File: src/rtl/qq_cmd_driver.sv
// Command-side driver for the quick queue: one queue operation at a time, occupancy tracking,
// rejection of illegal commands. Optional macro QQ_DRV_ERR_CNT_EN adds a saturating err_cnt output.
module qq_cmd_driver #(
  parameter int W         = 32,
  parameter int D         = 4,
  parameter int OP_CYCLES = 4,
  parameter int RD_LAT    = 2
) (
  input  logic               clk,
  input  logic               rst,
  input  logic               cmd_valid,
  output logic               cmd_ready,
  input  logic               cmd_op,
  input  logic [W-1:0]       cmd_data,
  output logic               rsp_valid,
  input  logic               rsp_ready,
  output logic [W-1:0]       rsp_data,
  output logic               rsp_err,
  output logic               q_enq,
  output logic               q_deq,
  output logic [W-1:0]       q_data_lt,
  output logic [31:0]        q_array_size,
  input  logic [W-1:0]       q_data_lt_o,
  output logic [$clog2(D):0] count
`ifdef QQ_DRV_ERR_CNT_EN
  ,
  output logic [15:0]        err_cnt
`endif
);

  localparam int CW = $clog2(D) + 1;
  localparam int TW = $clog2(OP_CYCLES) + 1;
  localparam logic [CW-1:0] FULL     = CW'(D);
  localparam logic [TW-1:0] T_LOAD   = TW'(OP_CYCLES - 1);
  // Timer value during the cycle ISSUE+RD_LAT, when dequeue data is valid.
  localparam logic [TW-1:0] T_SAMPLE = TW'(OP_CYCLES - RD_LAT);

  typedef enum logic [1:0] {IDLE, ISSUE, WAIT, RESP} state_t;

  state_t        state;
  logic          op;
  logic [TW-1:0] timer;
  logic [W-1:0]  data_l;
  logic [W-1:0]  rsp_buf;
  logic          accept;
  logic          sample;

  assign q_array_size = 32'(D);
  assign accept       = (state == IDLE) && cmd_valid && cmd_ready;
  assign sample       = (state == WAIT) && op && (timer == T_SAMPLE);

  always_ff @(posedge clk or negedge rst) begin
    if (!rst) begin
      state     <= IDLE;
      op        <= 1'b0;
      timer     <= '0;
      count     <= '0;
      cmd_ready <= 1'b0;
      rsp_valid <= 1'b0;
      rsp_data  <= '0;
      rsp_err   <= 1'b0;
      q_enq     <= 1'b0;
      q_deq     <= 1'b0;
      q_data_lt <= '0;
`ifdef QQ_DRV_ERR_CNT_EN
      err_cnt   <= '0;
`endif
    end else begin
      q_enq <= 1'b0;
      q_deq <= 1'b0;
      case (state)
        IDLE: begin
          cmd_ready <= 1'b1;
          if (accept) begin
            cmd_ready <= 1'b0;
            op        <= cmd_op;
            if ((!cmd_op && count == FULL) || (cmd_op && count == '0)) begin
              state     <= RESP;
              rsp_valid <= 1'b1;
              rsp_err   <= 1'b1;
              rsp_data  <= '0;
`ifdef QQ_DRV_ERR_CNT_EN
              if (err_cnt != 16'hFFFF) err_cnt <= err_cnt + 16'd1;
`endif
            end else begin
              state     <= ISSUE;
              q_enq     <= !cmd_op;
              q_deq     <= cmd_op;
              q_data_lt <= cmd_data;
            end
          end
        end
        ISSUE: begin
          state <= WAIT;
          timer <= T_LOAD;
          count <= op ? count - 1'b1 : count + 1'b1;
        end
        WAIT: begin
          if (timer == TW'(1)) begin
            state     <= RESP;
            timer     <= '0;
            rsp_valid <= 1'b1;
            rsp_err   <= 1'b0;
            // Sampling may coincide with the last WAIT cycle when RD_LAT = OP_CYCLES-1.
            rsp_data  <= sample ? q_data_lt_o : rsp_buf;
            q_data_lt <= '0;
          end else begin
            timer <= timer - 1'b1;
          end
        end
        RESP: begin
          if (rsp_ready) begin
            state     <= IDLE;
            rsp_valid <= 1'b0;
            rsp_err   <= 1'b0;
            rsp_data  <= '0;
            cmd_ready <= 1'b1;
          end
        end
        default: state <= IDLE;
      endcase
    end
  end

  // Datapath response register; contents are only consumed after a full ISSUE/WAIT pass.
  always_ff @(posedge clk) begin
    if (accept) data_l <= cmd_data;
    if (state == ISSUE && !op) rsp_buf <= data_l;
    else if (sample) rsp_buf <= q_data_lt_o;
  end

endmodule

File: config.mk
export PLATFORM = sky130hd
export DESIGN_NAME = qq_cmd_driver
export DESIGN_NICKNAME = d
export VERILOG_FILES = /design/src/rtl/qq_cmd_driver.sv
export SDC_FILE = /design/constraint.sdc
export NUM_CORES = 1
export LEC_CHECK = 0
export CAP_MARGIN = 30
export CORE_UTILIZATION = 53
export DETAILED_ROUTE_END_ITERATION = 10
export PLACE_DENSITY = 0.91
export SKIP_CTS_REPAIR_TIMING = 1
export SLEW_MARGIN = 20
export SYNTH_ARGS = -nofsm -noshare
export SYNTH_HDL_FRONTEND = slang
export SYNTH_SLANG_ARGS = --single-unit
File: constraint.sdc
create_clock -name clk -period 3.75 [get_ports clk]
set_input_delay 0.375 -clock clk [delete_from_list [all_inputs] [get_ports clk]]
set_output_delay 0.375 -clock clk [all_outputs]
set_load 0.02 [all_outputs]
== Yosys cells after proc, flatten, opt, wreduce, memory -nomap -nowiden ==
Cells that the tools add are included.

* Multiplexer cells: 35
* $add $sub $neg: 3
* Reductions and logical operators: 21
* Equal/unequal tests: 11

{| class="wikitable"
|+ Operator list
! cell !! number
|-
| 2-to-1 mux 32 bit || 9
|-
| one-hot mux 32 bit (3 select lines) || 1
|-
| one-hot mux 32 bit (2 select lines) || 1
|-
| 2-to-1 mux 1 bit || 13
|-
| 2-to-1 mux 2 bit || 4
|-
| one-hot mux 2 bit (4 select lines) || 1
|-
| logical AND 1 bit || 7
|-
| 2-to-1 mux 3 bit || 2
|-
| inequality test 2 bit, second input constant || 3
|-
| one-hot mux 1 bit (3 select lines) || 2
|-
| one-hot mux 3 bit (2 select lines) || 1
|-
| nonzero test 2 bit || 3
|-
| subtractor 3 x 1 -> 3 bit, second input constant || 2
|-
| AND reduction 5 bit || 1
|-
| == test 2 bit, second input constant || 2
|-
| inequality test 2 x 1 -> 1 bit, second input constant || 2
|-
| AND reduction 2 bit || 2
|-
| AND reduction 4 bit || 1
|-
| adder 3 x 1 -> 3 bit, second input constant || 1
|-
| == test 3 x 1 -> 1 bit, second input constant || 1
|-
| == test 3 x 2 -> 1 bit, second input constant || 1
|-
| == test 3 bit, second input constant || 1
|-
| zero test 3 bit || 1
|-
| AND reduction 3 bit || 1
|-
| 6 further kinds || 7
|}

* Register bits after elaboration: 142
* Logic and storage cells: 83
* Output and inout bits: 104

== Depth between registers and ports, before layout ==
* Depth in word-level cells: 6
* Depth in mapped cells: 8

== Worst setup path before layout ==
Ideal clock, no wire load.

* Path type: reg2reg
* Start: reg state[0]
* End: reg op
* Cell stages (with the launch flop): 7
* Slack: 1.598 ns
* Required time: 3.625 ns
* Buffers on the path: 1
* Arrival: 2.026 ns
* Library setup time: 0.125 ns
* Cells stage by stage: dfrtp_1 inv_1 ha_1 buf_2 nand3_1 inv_1 mux2_2

* Word-level cells in the longest chain between the ends: 4

{| class="wikitable"
|+ RTL lines
! what !! RTL line !! text
|-
| start, declared || 40 || <nowiki>state_t state;</nowiki>
|-
| start signal, assigned || 54 || <nowiki>state <= IDLE;</nowiki>
|-
| start signal, assigned || 78 || <nowiki>state <= RESP;</nowiki>
|-
| start signal, assigned || 86 || <nowiki>state <= ISSUE;</nowiki>
|-
| zero test 2 bit (*) || 49, 71 ||
|-
| logical AND 1 bit (2 in a row) || 49 || <nowiki>assign accept = (state == IDLE) && cmd_valid && cmd_ready;</nowiki>
|-
| AND reduction 2 bit (no line) (*) || n/a ||
|-
| end signal, assigned || 76 || <nowiki>op <= cmd_op;</nowiki>
|-
| end, declared || 41 || <nowiki>logic op;</nowiki>
|}

Every way passes the cells marked *; elsewhere a longest branch is shown, timed or not.
A chain may end at the register's enable or synchronous reset.

== Worst setup path in the final report ==
* Start: reg state[0]
* End: reg rsp_data[1]

* Word-level cells in the longest chain between the ends: 6

{| class="wikitable"
|+ RTL lines
! what !! RTL line !! text
|-
| == test 2 bit || 50, 71 ||
|-
| logical AND 1 bit (2 in a row) || 50 || <nowiki>assign sample = (state == WAIT) && op && (timer == T_SAMPLE);</nowiki>
|-
| 2-to-1 mux 32 bit || n/a ||
|-
| 2-to-1 mux 32 bit || 99 || <nowiki>if (timer == TW'(1)) begin</nowiki>
|-
| one-hot mux 32 bit (3 select lines) || 71 || <nowiki>case (state)</nowiki>
|-
| end signal, assigned || 105 || <nowiki>rsp_data <= sample ? q_data_lt_o : rsp_buf;</nowiki>
|-
| end, declared || 17 || <nowiki>output logic [W-1:0] rsp_data,</nowiki>
|}

Several ways; a longest one is shown, not always the timed one. The select of a mux whose other input is x is not followed.

==> summary.txt <==
Drt
  – Via count: 4,425
  – 1st-iter DRT viols: 213
  – Post-DRT Antenna Nets: 0
  – DRC viols: 0
  – Routed WL: 14,400 µm
  – Post-DR wirelength/cell: 16.9 µm
  – Avg Vias per Cell: 5.19
  – Detailed Routing Iterations Pass 1: 4

STA
  – Final period utilization: 69.2%
  – Final min period: 2.60 ns
  – Achievable Freq: 385 MHz
  – Hold Vio Cnt, Final: 17
  – Worst Tran Pin Value: 0.836 ns
  – Endpoints failing setup: 0
  – RSZ-0062 raised after global routing: no
  – Worst Skew: 0.00665 ns
  – Slew Viols, Final: 0
  – Final TNS setup: 0 ns
  – WHS: -0.0302 ns
  – Max-slew headroom: 44.3%

Pwr
  – Max rail drop VDD: 1.00 mV
  – Leakage: 3.83 nW
  – Final total power: 7.33 mW
  – Power per Cell Area: 860 mW/mm²

Logic synthesis
  – Post-synth top flop: dfrtp_1
  – Count leader, synth: nand2_1
  – Post-synth ARST share: 54.9%
  – Cell accounting for the most synthesized area: dfrtp_1
  – Yosys top cell area share: 29.9%
  – Cells after Synth: 560
  – Mean area per synthesized cell: 11.7 µm²
  – Number of synthesized flops with an enable pin: 32
  – Synth warnings: 0
  – Seq cells post-synth: 142
  – Cell Area, Synth: 0.00653 mm²
  – Count of different cell masters after synthesis: 39
  – Post-synthesis sequential area ratio: 54.4%
  – Area contributors post-synth: dfrtp_1 30%, edfxtp_1 15%, dfxtp_1 9.8%, mux2_4 6.9%, mux2_2 6.2%
  – Commonest cells post-synth: 98 x nand2_1, 78 x dfrtp_1, 37 x o21ai_0, 36 x buf_4, 36 x mux2_2

Floorplanning
  – Chip height: 113 µm
  – DIE WIDTH: 113 µm
  – Row count: 40
  – CORE AREA: 0.0120 mm²
  – Starting Density: 54.4%
  – Die footprint: 0.0128 mm²
  – I/O pins: 173

GRT
  – Gr ovfl total: 0
  – Vias in the first global route: 4,570
  – Gr usage total: 23.6%
  – Initial antenna violation count: 0
  – First-pass GRT wire length: 23,100 µm
  – Largest net degree at the start of global routing: 79

Outcome
  – Status: finished, violations left
  – Failing checks: hold timing

Cells and area
  – Layout filler cell count: 826
  – Layout cells sized above 1: 16.1%
  – Area taken by multi-input logic gates: 0.00264 mm²
  – Antenna cells: 0
  – Sequential cell area: 0.00355 mm²
  – Final core occ: 70.9%
  – Area growth from synthesis to layout: 30.5%
  – Nets@finish: 771
  – Post-route insts no fill: 853

Clocking
  – Clock sink count: 142
  – CTS Buf Count: 17
  – H-tree levels: 4
  – Root cell of the clock tree: clkbuf_16
  – Worst-path clk slew: 0.06 ns
  – CTS tree: yes
  – Worst skew pair latency: 0.42 ns
  – Longest Clk Path Bufs: 2

Setup path
  – Crit path DAT: 2.89 ns
  – CP cell instances: inv_1 -> ha_2 -> a221oi_4 -> nand2_4 -> mux2_2
  – Critical R2R Capture: rsp_data[1]
  – Worst path max stage delay: 0.75 ns
  – Critical Path End Type: flop
  – Critical path's slowest cell: ha_2
  – R2R cell count: 5
  – Setup CP Type: flop to flop
  – Worst reg2reg setup slack: 1.15 ns
  – Critical-path maximum fanout: 41
  – Crit path launch: state[0]
  – Startpoint Class: flop
  – Crit path required time: 4.04 ns
  – FF-to-FF Start: state[0]

Flow run
  – MaxCap Viol Count: 0

Placed design
  – Post-DP HPWL: 9710 µm
  – Dpl cells: 820
  – Gpl congestion: 0.838
  – PortBufs: 140

Hold path
  – Min-delay worst type: primary input to async pin
-- flip-flops by register name, summed over array words and instances, names as in the netlist, 2 cells and up --
name	flops
count	3
data_l	32
q_data_lt	32
rsp_buf	32
rsp_data	32
state	2
timer	3
-- logic make-up after synthesis --
| group | Yosys count | synth area share (%) |
|---|---|---|
| AO/OA/AOI/OAI | 80 | 7.03 |
| XOR/XNOR | 4 | 0.537 |
| adder cells (fa/ha/maj) | 9 | 1.84 |
| buffers and inverters | 74 | 7.11 |
| flip-flops | 142 | 54.4 |
| multiplexers | 100 | 18.3 |
| other | 2 | 0.115 |
| AND/OR/NAND/NOR | 149 | 10.6 |
-- power by group --
group	internal, mW	switching (mW)
sequential	2.15	0.309
clock	0.978	0.617
combinational	1.59	1.69
-- per-stage QoR --
| step | setup WS [ns] | area (µm²) | hold slack [ns] |
|---|---|---|---|
| floorplan | 1.60 | 6640 | 0.0794 |
| finish | 1.15 | 8520 | -0.0302 |
| detailed placement | 0.963 | 7930 | 0.433 |
| CTS | 0.951 | 8500 | 0.163 |
| global placement | 1.13 | 7840 | 0.423 |
| global route | 1.00 | 8520 | 0.0499 |
-- layer usage --
| metal | vias to the layer above | routed length, µm | GRT usage [%] |
|---|---|---|---|
| met5 | - | 0 | 1.57 |
| met4 | 0 | 239 | 10.0 |
| met3 | 28 | 980 | 7.23 |
| met2 | 162 | 7420 | 41.0 |
| met1 | 2136 | 5770 | 27.0 |
| li1 | 2099 | - | - |
-- critical path, delay by kind of cell (launching register included) --
kind	cells	cell delay (ns)
AO/OA/AOI/OAI	1	0.18
adder cells (fa/ha/maj)	1	0.75
buffers and inverters	1	0.13
flip-flops	1	0.42
multiplexers	1	0.42
AND/OR/NAND/NOR	1	0.53
-- layout by cell type, fill, tap and decap left out, drive strengths merged, types with 32 or more instances in the layout --
master         count
edfxtp            32
dfrtp             78
mux2              67
clkdlybuf4s50    139
a21oi             33
mux2i             33
conb              32
nand2            101
o21ai             37
dfxtp             32
-- how the worst max path moves through the flow --
stage | to | slack [ns] | cells after the start
after floorplan | op | 1.60 | 6
after global placement | rsp_buf[18] | 1.13 | 5
after detailed placement | rsp_buf[20] | 0.96 | 5
after CTS | rsp_buf[20] | 0.95 | 5
after global routing | rsp_data[9] | 1.00 | 6
final | rsp_data[1] | 1.15 | 5
-- cell type report --
class / instances / area share, %
flip-flops and latches: 142 / 41.7
well taps: 147 / 2.16
clock inverters: 11 / 1.04
inverters: 11 / 0.485
repair buffers: 147 / 17.9
multi-input cells: 374 / 31.0
clock buffers: 21 / 5.65
No activity file was read; power rests on OpenSTA's default activity.
